`src/rtl/gb_bus_pkg.sv`:
```
// Shared core-bus definitions: register addresses and interrupt source indices
// used by the interrupt controller, timer, PPU and serial blocks.
package gb_bus_pkg;

  localparam logic [15:0] ADDR_IF = 16'hFF0F;
  localparam logic [15:0] ADDR_IE = 16'hFFFF;

  localparam int NUM_INT = 5;

  localparam int INT_VBLANK = 0;
  localparam int INT_STAT   = 1;
  localparam int INT_TIMER  = 2;
  localparam int INT_SERIAL = 3;
  localparam int INT_JOYPAD = 4;

  typedef enum logic [1:0] {
    SEL_NONE = 2'd0,
    SEL_IF   = 2'd1,
    SEL_IE   = 2'd2
  } reg_sel_e;

endpackage

```
`src/rtl/int_prio_onehot.sv`:
```
// Lowest-set-bit one-hot selector; bit 0 is highest priority.
module int_prio_onehot #(
  parameter int WIDTH = 5
) (
  input  logic [WIDTH-1:0] req,
  output logic [WIDTH-1:0] grant
);

  // Two's complement isolates the lowest set bit.
  assign grant = req & (~req + WIDTH'(1));

endmodule

```
`src/rtl/int_ctrl.sv`:
```
// Interrupt controller: edge-captures peripheral requests into IF, masks with
// IE, and retires the highest-priority presented bit on each CPU acknowledge.
module int_ctrl
  import gb_bus_pkg::*;
#(
  parameter int NUM_INT = 5
) (
  input  logic               core_clk,
  input  logic               reset,
  input  logic [15:0]        address_bus,
  input  logic [7:0]         data_bus_out,
  input  logic               mem_we,
  output logic [7:0]         rd_data,
  output logic               rd_sel,
  input  logic [NUM_INT-1:0] irq_req,
  output logic [NUM_INT-1:0] interrupts,
  input  logic               clear_interrupt,
  output logic               int_pending
);

  logic [NUM_INT-1:0] if_q;
  logic [NUM_INT-1:0] if_next;
  logic [7:0]         ie_q;
  logic [NUM_INT-1:0] req_prev;
  logic [NUM_INT-1:0] rise;
  logic [NUM_INT-1:0] ack_grant;
  logic [NUM_INT-1:0] ack_mask;
  logic [7:0]         if_read;
  reg_sel_e           sel;
  logic               we_if;
  logic               we_ie;

  assign rise  = irq_req & ~req_prev;
  assign we_if = mem_we && (address_bus == ADDR_IF);
  assign we_ie = mem_we && (address_bus == ADDR_IE);

  // Acknowledge targets what the CPU actually saw, so masked bits are never retired.
  int_prio_onehot #(
    .WIDTH(NUM_INT)
  ) u_prio (
    .req  (interrupts),
    .grant(ack_grant)
  );

  assign ack_mask = clear_interrupt ? ack_grant : '0;

  // A fresh edge is OR'd last so it beats both an acknowledge and a write of 0.
  always_comb begin
    if_next = if_q & ~ack_mask;
    if (we_if) begin
      if_next = data_bus_out[NUM_INT-1:0];
    end
    if_next = if_next | rise;
  end

  always_ff @(posedge core_clk) begin
    if (reset) begin
      if_q        <= '0;
      ie_q        <= '0;
      req_prev    <= '0;
      interrupts  <= '0;
      int_pending <= 1'b0;
    end else begin
      req_prev    <= irq_req;
      if_q        <= if_next;
      if (we_ie) begin
        ie_q <= data_bus_out;
      end
      interrupts  <= if_q & ie_q[NUM_INT-1:0];
      int_pending <= |(if_q & ie_q[NUM_INT-1:0]);
    end
  end

  // Unimplemented IF bits read back as 1.
  genvar gi;
  generate
    for (gi = 0; gi < 8; gi++) begin : g_if_read
      if (gi < NUM_INT) begin : g_live
        assign if_read[gi] = if_q[gi];
      end else begin : g_const
        assign if_read[gi] = 1'b1;
      end
    end
  endgenerate

  always_comb begin
    sel = SEL_NONE;
    if (address_bus == ADDR_IF) begin
      sel = SEL_IF;
    end else if (address_bus == ADDR_IE) begin
      sel = SEL_IE;
    end
  end

  always_comb begin
    rd_data = 8'h00;
    case (sel)
      SEL_IF:  rd_data = if_read;
      SEL_IE:  rd_data = ie_q;
      default: rd_data = 8'h00;
    endcase
  end

  assign rd_sel = (sel != SEL_NONE);

endmodule

```
`config.mk`:
```
export PLATFORM = sky130hd
export DESIGN_NAME = int_ctrl
export DESIGN_NICKNAME = d
export VERILOG_FILES = /design/src/rtl/gb_bus_pkg.sv /design/src/rtl/int_prio_onehot.sv /design/src/rtl/int_ctrl.sv
export SDC_FILE = /design/constraint.sdc
export NUM_CORES = 1
export LEC_CHECK = 0
export CORE_MARGIN = 1.5
export CORE_UTILIZATION = 44
export CTS_CLUSTER_SIZE = 28
export DETAILED_ROUTE_END_ITERATION = 8
export PLACE_DENSITY = 0.94
export SYNTH_ARGS = -nofsm -noshare
export SYNTH_HDL_FRONTEND = slang
export SYNTH_HIERARCHICAL = 1
export SYNTH_SLANG_ARGS = --single-unit
export TNS_END_PERCENT = 50
```
`constraint.sdc`:
```
create_clock -name core_clk -period 3.5 [get_ports core_clk]
set_input_delay 0.525 -clock core_clk [delete_from_list [all_inputs] [get_ports core_clk]]
set_output_delay 0.525 -clock core_clk [all_outputs]
set_load 0.01 [all_outputs]
```
### Word level (Yosys, flattened, before mapping)

Cells that the tools add are included.
W data, S select, Z words.

* register bits: 24
* logic and storage cells: 27

* $add $sub $neg: 1
* equality and inequality tests: 4
* multiplexer cells: 5
* bitwise logic cells: 8
* reductions and logical operators: 4

Operator list (count)
* $eq A16 B16 Y1 const B: 2
* $and A5 B5 Y5: 4
* $pmux W8 S2: 1
* $not A5 Y5: 3
* $mux W5: 2
* $add A5 B1 Y5 const B: 1
* $or A5 B5 Y5: 1
* $reduce_or A5 Y1: 1
* $mux W2: 2
* $eq A2 B1 Y1 const B: 1
* $eq A2 B2 Y1 const B: 1
* $logic_and A1 B1 Y1: 2
* $reduce_bool A2 Y1: 1

### Longest topological paths before layout

Gate-level depths: netlist of run 1.

* depth in word-level cells: 8
* mapped depth: 5
* depth with buffers taken out: 4

### Modules after synthesis

The synthesis of run 1 kept the hierarchy.

By module, submodules not included
* int_ctrl: instances 1, cells each 115, area each 1059.8 µm²
* int_prio_onehot: instances 1, cells each 6, area each 55.1 µm²

### Least setup slack after synthesis of run 1

Ideal clock, no wire load.

* path kind: input -> output
* start point: input port address_bus[4]
* end point: output port rd_data[0]
* arrival: 1.758 ns
* required time: 2.975 ns
* path slack: 1.217 ns
* cell stages on the path: 4
* buffers on the path: 1
* cells stage by stage: or4_4 -> nor4_4 -> buf_6 -> a22o_1

* longest elaborated chain between the ends: 5
* elaborated cells between the ends (all ways): 7
* those cells by class: eq/ne: 4; mux: 3

Ends and longest elaborated chain
* start: declaration: RTL line int_ctrl.sv:10 `input logic [15:0] address_bus,`
* $eq A16 B16 Y1: RTL line int_ctrl.sv:90 `end else if (address_bus == ADDR_IE) begin`
* $mux W2: RTL line int_ctrl.sv:90
* $mux W2 *: RTL line int_ctrl.sv:88 `if (address_bus == ADDR_IF) begin`
* $eq A2 B2 Y1 or $eq A2 B1 Y1 (tied branches): RTL line int_ctrl.sv:97 `case (sel)`
* $pmux W8 S2 *: RTL line int_ctrl.sv:97
* end: declaration: RTL line int_ctrl.sv:13 `output logic [7:0] rd_data,`

Mark *: on every way between the ends. The rest lies on a longest branch, timed or not.

### Worst setup path in the final report of run 1

* start point: input port address_bus[13]
* end point: output port rd_data[1]

The elaborated chain is that of the path after synthesis.

==> results of run 1 <==
==> stage by stage <==
step	instance area (um^2)	worst slack (ns)
6_report	1650	0.308
5_1_grt	1650	0.188
4_1_cts	1650	0.303
3_5_place_dp	1600	0.326
3_3_place_gp	1600	0.409
2_1_floorplan	1110	1.22
==> registers in the layout, summed over array words and instances, names as in the netlist <==
signal	cells
ie_q	8
if_q	5
int_pending	1
interrupts	5
req_prev	5
==> final cells by class <==
class                           instances  area [um^2]  area share, %
Clock buffer                            3         22.5           1.37
Timing Repair Buffer                   49          485           29.4
Sequential cell                        24          480           29.1
Tap cell                               30         37.5           2.28
Inverter                               11         41.3           2.50
Clock inverter                          1         30.0           1.82
Multi-Input combinational cell         79          552           33.5
==> routing by layer <==
layer,up-vias,GRT usage (%),share of wire (%),routed length [um]
met1,547,25.7,38,1170
met5,-,0,0,0
met4,0,5.13,0.59,18
met3,3,5.93,6.1,186
met2,37,42.8,55,1680
li1,544,-,-,-
==> report_power, final <==
group	leakage, nW	total [W]	switching (W)	internal [W]
logic	0.378	0.0000676	0.0000256	0.0000420
registers	0.196	0.000285	0.00000446	0.000281
clock network	0.0279	0.000207	0.0000909	0.000116
==> critical path, stage by stage <==
cell                              delay (ns)
sky130_fd_sc_hd__clkdlybuf4s50_1        0.45
sky130_fd_sc_hd__nand4_1                0.25
sky130_fd_sc_hd__nor4_2                 0.51
sky130_fd_sc_hd__buf_4                  0.23
sky130_fd_sc_hd__a22o_1                 0.16
sky130_fd_sc_hd__clkdlybuf4s50_1        0.54
==> cell families after synthesis <==
kind of cell / count (synthesis)
AOI/OAI and AO/OA: 40
and+or+nand+nor: 39
DFF: 24
buffers and inverters: 18
==> cell usage after synthesis (3+ instances only) <==
library cell and number:
sky130_fd_sc_hd__dfxtp_1 24, sky130_fd_sc_hd__a21oi_1 12, sky130_fd_sc_hd__inv_1 11, sky130_fd_sc_hd__nand3_1 8, sky130_fd_sc_hd__o21ai_0 7, sky130_fd_sc_hd__nor2b_1 6
sky130_fd_sc_hd__a221o_2 5, sky130_fd_sc_hd__a22o_1 5, sky130_fd_sc_hd__nand2_1 5, sky130_fd_sc_hd__nor2_1 5, sky130_fd_sc_hd__a32oi_1 4, sky130_fd_sc_hd__clkbuf_1 4
sky130_fd_sc_hd__nand4_1 4, sky130_fd_sc_hd__a21o_2 3, sky130_fd_sc_hd__nor4_2 3
==> path summary, 6_finish.rpt <==
check / start / to / slack [ns] / cells after the start
setup reg to reg: interrupts[0]$_SDFF_PP0_ / if_q[2]$_SDFF_PP0_ / 2.33 / 3
setup / recovery: address_bus[13] / rd_data[1] / 0.31 / 6
hold reg to reg: ie_q[6]$_SDFFE_PP0P_ / ie_q[6]$_SDFFE_PP0P_ / 0.49 / 2
hold / removal: ie_q[6]$_SDFFE_PP0P_ / ie_q[6]$_SDFFE_PP0P_ / 0.49 / 2
==> metrics.log, run 1 <==
INFO  metric status = finished, final reports clean
INFO  metric edff_count_synth = 0
INFO  metric post_synth_and_or_nand_nor_area_fraction = 23.2%
INFO  metric cts_max_level = 1
INFO  metric synth_xor_xnor_area_share = 0%
INFO  metric critical_path.max_fanout = 6
INFO  metric post-synth-top-area-cell = sky130_fd_sc_hd__dfxtp_1
INFO  metric detail_route.iter0.violations = 22
INFO  metric synth.lib_cells_used.distinct = 30
INFO  metric ant_nets = 0
INFO  metric grt_pass1_wl = 4.70 mm
INFO  metric io-pin-count = 48
INFO  metric start_util = 45.8%
INFO  metric post_synth.cell_area_avg = 9.21 um^2
INFO  metric area_growth = 47.9%
INFO  metric cts-root-buf = sky130_fd_sc_hd__clkbuf_4
INFO  metric finalClockSkew = ~0.0056 ns
INFO  metric layout.cells.most_common = sky130_fd_sc_hd__clkdlybuf4s50_1
INFO  metric dieWidth = 53.3 um
INFO  metric asyncSetResetFlopFracSynth = 0%
INFO  metric via_per_inst = 5.74
INFO  metric yosys_warnings = 6
INFO  metric timing_hold_violations_final = 0
INFO  metric slew_violations = 0
INFO  metric finalWorstPathRequiredPeriod = 3.19 ns
INFO  metric critical_path.startpoint_type = input port
INFO  metric synth_fa_ha_area_share = 0%
INFO  metric synth_area = 1110 um^2
INFO  metric timing.hold.ws = about 0.5 ns
INFO  metric numPortBuffers = 47
INFO  metric antenna_cells_inserted = 0
INFO  metric cts_resized = 0
INFO  metric clk_pin_slew_worst_paths = 0.14 ns
INFO  metric grt.total_usage = between 20 and 25%
INFO  metric leakage = 0.602 nW
INFO  metric gr-total-overflow = 0
INFO  metric synthCells = ~120
INFO  metric synth-seq-area-share = 43.1%
INFO  metric synth_top_family_by_area = compound AO/OA/AOI/OAI gates
INFO  metric post_cts_hold_buffer_count = 0
INFO  metric tritoncts_clock_tree = built
INFO  metric dieArea = about 2800 um^2
INFO  metric hpwlAfterDp = 2.34 mm
INFO  metric worst_ir_drop_on_vdd = 0.308 mV
INFO  metric timing.final.setup_violations = 0
INFO  metric post_synth_mux_area_share = 0%
INFO  metric place.gp.congestion = 0.792
INFO  metric clkSinkCount = 24
INFO  metric final_cell_mix = sky130_fd_sc_hd__clkdlybuf4s50_1 (47), sky130_fd_sc_hd__dfxtp_1 (24), sky130_fd_sc_hd__a21oi_1 (12)
INFO  metric critical_path_arrival = 2.67 ns
INFO  metric endpoint_kind = output pin
INFO  metric cp_data_required_time = roughly 3.0 ns
INFO  metric place_inst = between 150 and 200
INFO  metric finalNonFillerCells = 197
INFO  metric first_global_vias = 1,046
INFO  metric synth_compound_area_share = 26.3%
INFO  metric min_path_type = reg2reg
INFO  metric synth_flop_cell = sky130_fd_sc_hd__dfxtp_1
INFO  metric final.fill_count = 177
INFO  metric die-height = 53.3 um
INFO  metric criticalPathCategory = in2out
INFO  metric core_region_area = about 2400 um^2
INFO  metric routed-via-count = 1,131
INFO  metric timing.final.crit_share = 91.2%
INFO  metric synth.top_cells.by_area = sky130_fd_sc_hd__dfxtp_1 (43%), sky130_fd_sc_hd__a21oi_1 (5.4%), sky130_fd_sc_hd__a221o_2 (5.1%)
INFO  metric antenna_found_initial = 0
INFO  metric cts-buffers-inserted = 3
INFO  metric grt_max_degree = 25
INFO  metric finish.utilization = 67.8%
INFO  metric wirelength = 3.05 mm
INFO  metric post_drt_wl_per_cell = 15.5 um
INFO  metric synthDominantCellAreaShare = 43.1%
INFO  metric power-per-cell-area = 340 nW/um^2
INFO  metric fin_tns_setup = 0 ns
INFO  metric slew-limit-headroom = 41.8%
INFO  metric totalPowerFinal = 0.000560 W
INFO  metric max_clock_freq = 313 MHz
INFO  metric route.detailed.drc = 0
INFO  metric num-nets-final = 201
INFO  metric num_rows = 18
INFO  metric post_route_cells_drive_above_1_share = 13.8%
INFO  metric mappedNetlistNets = 154
INFO  metric cts.repair_timing.setup_buffer_count = 0
INFO  metric rsz0062_at_grt = false
INFO  metric drt_pass1_iterations = 4
INFO  metric max_cap_violations = 0
INFO  metric worst_skew_pair.late_latency = 0.34 ns
INFO  metric cts.path.max_buffers = 2
INFO  metric tightest_slew = ~0.87 ns
INFO  metric synth.ff_latch_count = 24
Power figures use the tool's default switching activity.
==> run 2: changes to the inputs <==
--- a/config.mk
+++ b/config.mk
@@ -9,6 +9,7 @@
 export CORE_UTILIZATION = 44
 export CTS_CLUSTER_SIZE = 28
 export DETAILED_ROUTE_END_ITERATION = 8
+export GPL_ROUTABILITY_DRIVEN = 0
 export PLACE_DENSITY = 0.94
 export SYNTH_ARGS = -nofsm -noshare
 export SYNTH_HDL_FRONTEND = slang
==> results of run 2 <==
Same layout as run 1: the final DEF is identical, and so are final timing and power.
==> run 3: changes to the inputs <==
--- a/config.mk
+++ b/config.mk
@@ -5,12 +5,13 @@
 export SDC_FILE = /design/constraint.sdc
 export NUM_CORES = 1
 export LEC_CHECK = 0
+export ABC_AREA = 1
 export CORE_MARGIN = 1.5
-export CORE_UTILIZATION = 44
+export CORE_UTILIZATION = 46
 export CTS_CLUSTER_SIZE = 28
 export DETAILED_ROUTE_END_ITERATION = 8
 export GPL_ROUTABILITY_DRIVEN = 0
-export PLACE_DENSITY = 0.94
+export PLACE_DENSITY = 0.95
 export SYNTH_ARGS = -nofsm -noshare
 export SYNTH_HDL_FRONTEND = slang
 export SYNTH_HIERARCHICAL = 1
==> metrics.log, run 3 <==
INFO  metric status = finished, final reports clean
INFO  metric criticalPathCategory = in2out
INFO  metric synth.lib_cells_used.distinct = 23 (-23%)
INFO  metric fin_tns_setup = 0 ns (unchanged)
INFO  metric worst_skew_pair.late_latency = 0.31 ns (-0.03 ns)
INFO  metric power.share.combinational = 16.4% (+4.3 points)
INFO  metric synthCells = 188 (+55%)
INFO  metric crit_start = address_bus[15]
INFO  metric tritoncts_clock_tree = built
INFO  metric totalPowerFinal = 0.000477 W (-15%)
INFO  metric mappedNetlistNets = 221 (+44%)
INFO  metric post_drt_wl_per_cell = 10.8 um (-30%)
INFO  metric synth_compound_area_share = 7.78% (-18 points)
INFO  metric post_synth_and_or_nand_nor_area_fraction = 42.1% (+19 points)
INFO  metric synth.ff_latch_count = 24 (unchanged)
INFO  metric critical_path_arrival = 2.45 ns (-0.22 ns)
INFO  metric cts-root-buf = sky130_fd_sc_hd__clkbuf_4
INFO  metric edff_count_synth = 0 (unchanged)
INFO  metric swShare = 23.2% (+1.6 points)
INFO  metric first_global_vias = 1,151 (+10%)
INFO  metric cts-buffers-inserted = 3 (unchanged)
INFO  metric largest_register_ff_count = 8 (unchanged)
INFO  metric post-route-cell-area = 1730 um^2 (+5.2%)
INFO  metric synth_xor_xnor_area_share = 0% (unchanged)
INFO  metric finalWorstPathRequiredPeriod = 2.98 ns (-0.214 ns)
INFO  metric yosys.cell_count.top_type = sky130_fd_sc_hd__nand2_1
INFO  metric timing_hold_violations_final = 0 (unchanged)
INFO  metric cts.repair_timing.setup_buffer_count = 0 (unchanged)
INFO  metric cts.path.max_buffers = 2 (unchanged)
INFO  metric worst_ir_drop_on_vdd = 0.267 mV (-13%)
INFO  metric synth-seq-area-share = 38.8% (-4.3 points)
INFO  metric slew-limit-headroom = 53.1% (+11 points)
INFO  metric finish.utilization = 68.8% (+0.95 points)
INFO  metric hpwlAfterDp = 2.29 mm (-2.3%)
INFO  metric cp_data_required_time = 2.97 ns (about the same)
INFO  metric grt_pass1_wl = 4.71 mm (+0.30%)
INFO  metric p_seq_share = 59.4% (+8.5 points)
INFO  metric synth.top_cells.by_area = sky130_fd_sc_hd__dfxtp_1 (39%), sky130_fd_sc_hd__nand2_1 (16%), sky130_fd_sc_hd__nor2_1 (7.6%)
INFO  metric io-pin-count = 48 (unchanged)
INFO  metric post_route_cells_drive_above_1_share = 8.62% (-5.2 points)
INFO  metric internal_power = 0.000366 W (-17%)
INFO  metric slew_violations = 0 (unchanged)
INFO  metric finalClockSkew = 0.00944 ns (+0.00386 ns)
INFO  metric max_clock_freq = 336 MHz (+7.2%)
INFO  metric dieWidth = 54.9 um (+2.9%)
INFO  metric gr-total-overflow = 0 (unchanged)
INFO  metric numPortBuffers = 47 (unchanged)
INFO  metric rsz0062_at_grt = false
INFO  metric core_region_area = 2520 um^2 (+3.7%)
INFO  metric die-height = 54.9 um (+2.9%)
INFO  metric antenna_cells_inserted = 0 (unchanged)
INFO  metric yosys_warnings = 6 (unchanged)
INFO  metric synth_top_family_by_area = simple AND/OR/NAND/NOR gates
INFO  metric part_of_the_total_power_dissipated_in_the_clock_network = 24.3% (-13 points)
INFO  metric leakage = 0.782 nW (+30%)
INFO  metric power-per-cell-area = 275 nW/um^2 (-19%)
INFO  metric ant_nets = 0 (unchanged)
INFO  metric power_switching = 0.000111 W (-8.5%)
INFO  metric num_rows = 18 (unchanged)
INFO  metric tightest_slew = 0.702 ns (-0.168 ns)
INFO  metric start_util = 49.1% (+3.3 points)
INFO  metric antenna_found_initial = 0 (unchanged)
INFO  metric dieArea = 3010 um^2 (+5.9%)
INFO  metric clk_pin_slew_worst_paths = 0.12 ns (-0.02 ns)
INFO  metric timing.final.crit_share = 85.1% (-6.1 points)
INFO  metric post-synth-top-area-cell = sky130_fd_sc_hd__dfxtp_1
INFO  metric grt_max_degree = 23 (-8.0%)
INFO  metric detail_route.iter0.violations = 42 (+91%)
INFO  metric min_path_type = reg2reg
INFO  metric timing.final.setup_violations = 0 (unchanged)
INFO  metric num-nets-final = 267 (+33%)
INFO  metric max_cap_violations = 0 (unchanged)
INFO  metric critical_path.startpoint_type = input port
INFO  metric endpoint_kind = output pin
INFO  metric synth_fa_ha_area_share = 0% (unchanged)
INFO  metric final_cell_mix = sky130_fd_sc_hd__nand2_1 (52), sky130_fd_sc_hd__clkdlybuf4s50_1 (47), sky130_fd_sc_hd__nor2_1 (25)
INFO  metric synthDominantCellAreaShare = 38.8% (-4.3 points)
INFO  metric layout.cells.most_common = sky130_fd_sc_hd__nand2_1
INFO  metric regMostFlops = ie_q
INFO  metric post_synth_mux_area_share = 0% (unchanged)
INFO  metric synth_flop_cell = sky130_fd_sc_hd__dfxtp_1
INFO  metric grt.total_usage = 21.8% (-1.2 points)
INFO  metric cts_resized = 0 (unchanged)
INFO  metric via_per_inst = 4.85 (-16%)
INFO  metric drt_pass1_iterations = 4 (unchanged)
INFO  metric synth_common_cells = sky130_fd_sc_hd__nand2_1 (52), sky130_fd_sc_hd__nor2_1 (25), sky130_fd_sc_hd__dfxtp_1 (24)
INFO  metric route.detailed.drc = 0 (unchanged)
INFO  metric post_cts_hold_buffer_count = 0 (unchanged)
INFO  metric wirelength = 2.83 mm (-7.3%)
INFO  metric synth_area = 1240 um^2 (+11%)
INFO  metric post_dp_cell_area = 1710 um^2 (+7.2%)
INFO  metric clkSinkCount = 24 (unchanged)
INFO  metric routed-via-count = 1,270 (+12%)
INFO  metric critical_path.max_fanout = 9 (+3)
INFO  metric hp-start = if_q[3]$_SDFF_PP0_
INFO  metric asyncSetResetFlopFracSynth = 0% (unchanged)
INFO  metric cts_max_level = 1 (unchanged)
INFO  metric post_synth.cell_area_avg = 6.59 um^2 (-28%)
INFO  metric crit-reg2reg-launch = interrupts[0]$_SDFF_PP0_
INFO  metric area_growth = 40.0%
[run 3: changes by cell type in the layout (fill, tap and decap cells not counted), sizes merged, moves of 5 or more]
cell	before	now
a221o	5	0
a22o	5	0
a32oi	5	0
inv	11	28
nand2	5	54
nand3b	0	8
nor2	5	29
nor2b	6	0
[run 3: worst max-delay path: stages]
cell and delay, ns:
sky130_fd_sc_hd__clkdlybuf4s50_1 0.49, sky130_fd_sc_hd__nand2_1 0.06, sky130_fd_sc_hd__inv_1 0.05, sky130_fd_sc_hd__nand2_1 0.10, sky130_fd_sc_hd__nor2_4 0.22, sky130_fd_sc_hd__nand2_1 0.23, sky130_fd_sc_hd__o21ai_1 0.21, sky130_fd_sc_hd__clkdlybuf4s50_1 0.55
[run 3: path summary, 6_finish.rpt]
kind / slack [ns] / cells past startpoint / end
setup / recovery: 0.52 / 8 / rd_data[3]
hold / removal: 0.47 / 2 / interrupts[3]$_SDFF_PP0_
setup reg to reg: 2.41 / 8 / if_q[3]$_SDFF_PP0_
hold reg to reg: 0.47 / 2 / interrupts[3]$_SDFF_PP0_
[run 3: cells by family (layout without fill, tap and decap cells)]
family	Yosys count	count (layout)
and+or+nand+nor	111	111
buffers and inverters	34	78
AOI/OAI and AO/OA	19	19
DFF	24	24
[run 3: area by class of cell]
type                       count  area [um^2]
fill                         238          788
inverter                      28          105
sequential                    24          480
multi-input combinational    130          618
clock buffer                   3         22.5
timing repair buffer          47          470
tap                           30         37.5
[run 3: layer usage]
metal	up-vias	track usage, %	part of all wire (%)
li1	672	-	-
met1	545	25.3	42
met2	53	40.7	51
met3	0	4.03	6.6
met4	0	5.69	0
met5	-	0	0
[run 3: power groups by stage]
stage | combinational (W) | clock [W] | sequential (W)
3_3_place_gp | 0.0000753 | 0 | 0.000289
2_1_floorplan | 0.0000338 | 0 | 0.000289
3_5_place_dp | 0.0000774 | 0 | 0.000289
4_1_cts | 0.0000775 | 0.000119 | 0.000283
6_report | 0.0000780 | 0.000116 | 0.000283
5_1_grt | 0.0000871 | 0.000129 | 0.000284
[run 3: metrics by stage]
step	hold slack (ns)	instances	setup WS (ns)
after floorplan	0.431	188	1.71
after global placement	0.452	259	0.648
after detailed placement	0.453	259	0.561
after CTS	0.470	262	0.559
after global routing	0.481	262	0.390
final	0.468	262	0.522
